[config.mk]
export PLATFORM = sky130hd
export DESIGN_NAME = mac_requant
export DESIGN_NICKNAME = d
export VERILOG_FILES = /design/src/rtl/mac_requant.sv
export SDC_FILE = /design/constraint.sdc
export NUM_CORES = 1
export LEC_CHECK = 0
export CORE_ASPECT_RATIO = 1.2
export CORE_UTILIZATION = 40
export DETAILED_ROUTE_END_ITERATION = 8
export PLACE_DENSITY_LB_ADDON = 0.08
export SKIP_CTS_REPAIR_TIMING = 1
export SYNTH_ARGS = -nofsm -noshare
export SYNTH_HDL_FRONTEND = slang
export SYNTH_SLANG_ARGS = --single-unit
[constraint.sdc]
create_clock -name clk -period 3.8 [get_ports clk]
set_input_delay 1.14 -clock clk [delete_from_list [all_inputs] [get_ports clk]]
set_output_delay 1.14 -clock clk [all_outputs]
set_load 0.005 [all_outputs]
[src/rtl/mac_requant.sv]
// mac_requant: tracks valid MAC-chain samples, rounds and shifts the 48-bit accumulator,
// saturates to OUT_W bits and buffers results in a credit-protected output FIFO.
`default_nettype none

module mac_requant #(
  parameter int LATENCY = 6,
  parameter int SHIFT   = 14,
  parameter int OUT_W   = 8,
  parameter int DEPTH   = 8
) (
  input  logic                    clk,
  input  logic                    rst,
  input  logic                    in_valid,
  output logic                    in_ready,
  input  logic signed [47:0]      p,
  output logic                    m_valid,
  input  logic                    m_ready,
  output logic signed [OUT_W-1:0] m_data,
  output logic [15:0]             sat_cnt
);

  localparam int PW  = $clog2(DEPTH);
  localparam int CW  = PW + 1;
  localparam int RSH = (SHIFT > 0) ? SHIFT - 1 : 0;
  localparam logic signed [48:0] RND  = (SHIFT > 0) ? (49'sd1 <<< RSH) : 49'sd0;
  localparam logic signed [48:0] QMAX = (49'sd1 <<< (OUT_W - 1)) - 49'sd1;
  localparam logic signed [48:0] QMIN = -(49'sd1 <<< (OUT_W - 1));
  localparam logic [OUT_W-1:0]   OMAX = {1'b0, {(OUT_W-1){1'b1}}};
  localparam logic [OUT_W-1:0]   OMIN = {1'b1, {(OUT_W-1){1'b0}}};

  logic [LATENCY-1:0]       vpipe;
  logic                     accept;
  logic                     pop;
  logic                     r_valid;
  logic signed [48:0]       r;
  logic signed [48:0]       q;
  logic                     q_hi;
  logic                     q_lo;
  logic                     s_valid;
  logic signed [OUT_W-1:0]  s_data;
  logic [CW-1:0]            cred;
  logic [CW-1:0]            count;
  logic [PW-1:0]            wptr;
  logic [PW-1:0]            rptr;
  logic signed [OUT_W-1:0]  mem [DEPTH];

  assign accept   = in_valid & in_ready;
  assign in_ready = cred < CW'(DEPTH);
  assign m_valid  = count != '0;
  assign pop      = m_valid & m_ready;
  assign m_data   = m_valid ? mem[rptr] : '0;

  assign q    = r >>> SHIFT;
  assign q_hi = q > QMAX;
  assign q_lo = q < QMIN;

  // One bit per accepted sample; the top bit marks the cycle its p arrives.
  generate
    if (LATENCY > 1) begin : g_vpipe_multi
      always_ff @(posedge clk) begin
        if (rst) vpipe <= '0;
        else     vpipe <= {vpipe[LATENCY-2:0], accept};
      end
    end else begin : g_vpipe_single
      always_ff @(posedge clk) begin
        if (rst) vpipe <= '0;
        else     vpipe <= accept;
      end
    end
  endgenerate

  always_ff @(posedge clk) begin
    if (rst) begin
      r_valid <= 1'b0;
      r       <= '0;
      s_valid <= 1'b0;
      s_data  <= '0;
      sat_cnt <= '0;
    end else begin
      r_valid <= vpipe[LATENCY-1];
      if (vpipe[LATENCY-1]) r <= {p[47], p} + RND;
      s_valid <= r_valid;
      if (r_valid) begin
        s_data <= q_hi ? OMAX : (q_lo ? OMIN : q[OUT_W-1:0]);
        if ((q_hi | q_lo) && sat_cnt != 16'hFFFF) sat_cnt <= sat_cnt + 16'd1;
      end
    end
  end

  // Storage needs no reset: m_data is gated by m_valid.
  always_ff @(posedge clk) begin
    if (s_valid) mem[wptr] <= s_data;
  end

  always_ff @(posedge clk) begin
    if (rst) begin
      wptr  <= '0;
      rptr  <= '0;
      count <= '0;
      cred  <= '0;
    end else begin
      if (s_valid) wptr <= wptr + 1'b1;
      if (pop)     rptr <= rptr + 1'b1;
      case ({s_valid, pop})
        2'b10:   count <= count + 1'b1;
        2'b01:   count <= count - 1'b1;
        default: count <= count;
      endcase
      case ({accept, pop})
        2'b10:   cred <= cred + 1'b1;
        2'b01:   cred <= cred - 1'b1;
        default: cred <= cred;
      endcase
    end
  end

endmodule

`default_nettype wire
# Word-level counts from Yosys, hierarchy flattened
# Memory sizes are Yosys's and may differ from the RTL's. A register that Yosys moved wholly into a read port is not among the register bits.
# Cells that the tools add are included.
# op_classes
n_lt_le_gt_ge	3
n_addsub	8
n_mux	9
eq_ne	5
n_reduce_logical	5
bitwise_logic	3
# op_table
operator	n
48-bit by 15-bit adder with 49-bit output, second input constant	1
35-bit by 8-bit greater-than comparator with 1-bit output, second input constant	1
35-bit by 8-bit < comparator with 1-bit output, second input constant	1
8-bit 2-to-1 mux	3
16-bit by 1-bit adder with 16-bit output, second input constant	1
16-bit != test, second input constant	1
4-bit case mux with 2 select lines	2
4-bit by 1-bit adder with 4-bit output, second input constant	2
4-bit by 1-bit subtractor with 4-bit output, second input constant	2
3-bit by 1-bit adder with 3-bit output, second input constant	2
3-bit 2-to-1 mux	2
2-bit by 1-bit equality test with 1-bit output, second input constant	2
2-bit equality test, second input constant	2
4-bit < comparator, second input constant	1
2-bit nonzero test	2
4-bit nonzero test	1
1-bit bitwise AND	2
1-bit 2-to-1 mux	2
2-bit AND reduction	1
1-bit logical AND	1
1-bit bitwise OR	1
# word_totals
ff_bits	95
input_bits	52
ram_bits	64
n_memories	1
out_inout_bits	26
# mem_list
memory	depth	word_bits	rd	rd_ports_with_merged_regs	wr	line_no	text
mem	8	8	1	1	1	45	logic signed [OUT_W-1:0] mem [DEPTH];

# Longest topological paths before layout
# logic_depth
word_depth	4
depth_mapped	11
ltp_nobuf	10

# Least setup slack after synthesis
# OpenSTA, ideal clock, no wires.
# synth_timing
path_kind	register to output
from	register with a tool-made name
to	output m_data[5]
t_required_ps	2660
t_arrival_ps	1718
path_stages_with_launch	6
path_slack_ps	942
cell_sequence	dfxtp_1 clkbuf_1 buf_2 mux4_2 mux2i_1 nor2_1
# synth_rtl
item	line_no	text
to (decl)	18	output logic signed [OUT_W-1:0] m_data,

==> out/metrics.cfg <==
[route]
drcViolationCount=0
wl_per_cell_um=16.0
drt_wl_total_um=13900
ant_nets=0
drtIter0Drc=287
via_count=4608
viasPerCell=5.28
dr.pass1.iters=4

[yosys]
syn_inst=587
async_reset_ff_share_pct=0
synth_nets=651
ys_ff_latch=148
ys_seq_area_share_pct=55.1
ys.flop_type=dfxtp_1
synth_area_per_cell_um2=11.1
ys.warnings.count=0
yosysUniqueCellTypes=41
synth_edf_count=64
synth_area_mm2=0.00654

[worst_setup_path]
worstSetupStartpointType=flip-flop
worstSetupPathType=flip-flop to output port
cp_max_fo=16
end_kind=output port
worstPathRequired_ps=2660
arrival_ps=2290

[layout]
antennaDiodeCount=0
areaGrowthSynthToFinish_pct=21.6
nNetsFinal=715
final_common_cell=nor2_1
drive_gt1_share_pct=9.94
final_cell_mix=nor2_1, dfxtp_1, edfxtp_1, clkdlybuf4s50_1, xor2_1

[global_route]
grt_max_degree=71
grt_busiest_layer=met2
use_met3_pct=4.41
grt_pass1_vias=4520
grtUsageMet1_pct=20.3
antenna_found_initial=0
grtUsageMet2_pct=31.4
grt-ovfl-total=0
gr-usage-all-layers_pct=17.6
grt_pass1_wl_um=22800

[power]
clkPwrFrac_pct=46.7
seqPwrFrac_pct=49.7
peakVddDrop_uv=240
combPwrFrac_pct=3.7
p_total_w=0.00334
p_int_w=0.00262
p_sw_w=0.000726
swShare_pct=21.7
cellLeakagePower_nw=2.55
power_density_mw_per_mm2=420

[sta]
hold_violations=0
tightest_slew_ps=1210
maxSlewViolCount=0
setup_ws_ps=374
tns_ps=0
rsz0062_at_grt=false
min_period_ps=3430
setup_viol=0
max_slew_margin_pct=19.4
clock.fmax_ghz=0.292
fin_worst_skew_ps=9.22
fin_crit_sh_pct=90.2

[clocking]
clk_pin_slew_ps=60
cts-root-buf=clkbuf_16
cts.sinks=148
htree_num_levels=4
clock_latency_ps=420
cts_tree=done
cts_max_path_buffers=2
numCtsBuffers=17

[hold_path]
min_path_type=flip-flop to flip-flop

[run_status]
status=finished, final reports clean

[die]
start_util_pct=41.5
die_area_mm2=0.0169
die_h_um=142
die_x_um=119
coreArea_mm2=0.0158
ioPinCount=78
rows=50

[placed_design]
gp_congestion=0.848
pre_cts_ws_ps=471
portBuffers=64
dp_hpwl_um=9720

[job]
drv_cap=0

## power groups by stage
| stage | clock network, W | logic [W] | registers [W] |
|---|---|---|---|
| floorplan | 0 | 0.0000583 | 0.00169 |
| global placement | 0 | 0.000122 | 0.00170 |
| detailed placement | 0 | 0.000124 | 0.00170 |
| CTS | 0.00160 | 0.000124 | 0.00166 |
| global route | 0.00167 | 0.000135 | 0.00166 |
| finish | 0.00156 | 0.000122 | 0.00166 |
## per-layer routing
layer  share of wire (%)  wire length [um]
met5                   0                 0
met4                 1.1               159
met3                 3.7               512
met2                  52              7290
met1                  43              5960
## logic make-up (layout without fill, tap and decap cells)
family / Yosys count / count (layout) / share of synthesized area, %
compound gates: 71 / 71 / 7.48
xor+xnor: 49 / 49 / 6.56
fa+ha+maj: 12 / 12 / 2.52
buf+inv: 44 / 121 / 2.58
flops: 148 / 148 / 55.1
mux: 30 / 30 / 7.67
simple gates: 233 / 233 / 18.1
## path summary, 6_finish.rpt
path	startpoint	to	slack, ps	cells after the start
worst min-delay path	vpipe[1]	vpipe[2]	440	1
worst min register to register	vpipe[1]	vpipe[2]	440	1
worst max register to register	count[0]	count[3]	1270	10
worst max-delay path	flip-flop	m_data[0]	370	5
## state kept, by name, indices dropped and copies added (netlist names), named ones only
signal   count
mem         64
wptr         3
vpipe        6
s_data       8
s_valid      1
rptr         3
count        4
r_valid      1
r           35
cred         4
sat_cnt     16
## through the flow
| stage | cell area [um^2] | std cells | hold WS (ps) | utilization [%] |
|---|---|---|---|---|
| after floorplan | 6540 | 587 | 414 | - |
| after global placement | 7400 | 840 | 434 | 46.9 |
| after detailed placement | 7400 | 840 | 427 | 46.9 |
| after CTS | 7960 | 872 | 447 | 50.5 |
| after global routing | 7960 | 872 | 456 | 50.5 |
| final | 7960 | 872 | 441 | 50.5 |
## layout make-up
type                            count  area, um^2
Clock buffer                       18         429
Fill cell                        1452        7810
Tap cell                          208         260
Sequential cell                   148        3600
Timing Repair Buffer               72         696
Inverter                           17        63.8
Clock inverter                     14         128
Multi-Input combinational cell    395        2780
## synthesized netlist by cell type (all sizes together) (2+ instances only)
cell / n / area, um^2
ha: 10 / 125
and3: 6 / 37.5
edfxtp: 64 / 1920
nor2b: 8 / 50.1
and2: 3 / 18.8
nand2b: 4 / 25.0
nand2: 25 / 98.8
nor4: 15 / 121
inv: 17 / 63.8
o21ai: 10 / 50.1
o31ai: 2 / 15.0
a21oi: 20 / 100
a211oi: 31 / 238
xnor2: 12 / 105
nor3: 12 / 60.1
nor2: 91 / 342
or3: 9 / 56.3
nand4: 26 / 175
a21o: 2 / 15.0
a311oi: 3 / 26.3
buf: 7 / 30.0
or4: 3 / 22.5
dfxtp: 84 / 1680
mux4: 16 / 360
clkbuf: 20 / 75.1
and4: 6 / 52.6
xor2: 37 / 324
mux2i: 13 / 130
nand3: 25 / 125
fa: 2 / 40.0
## critical path: stages (launching register included)
cell	delay (ps)
dfxtp_1	310
buf_4	330
mux4_2	560
mux2i_1	170
nor2_1	50
clkdlybuf4s50_1	440
(Power assumes the default switching activity.)
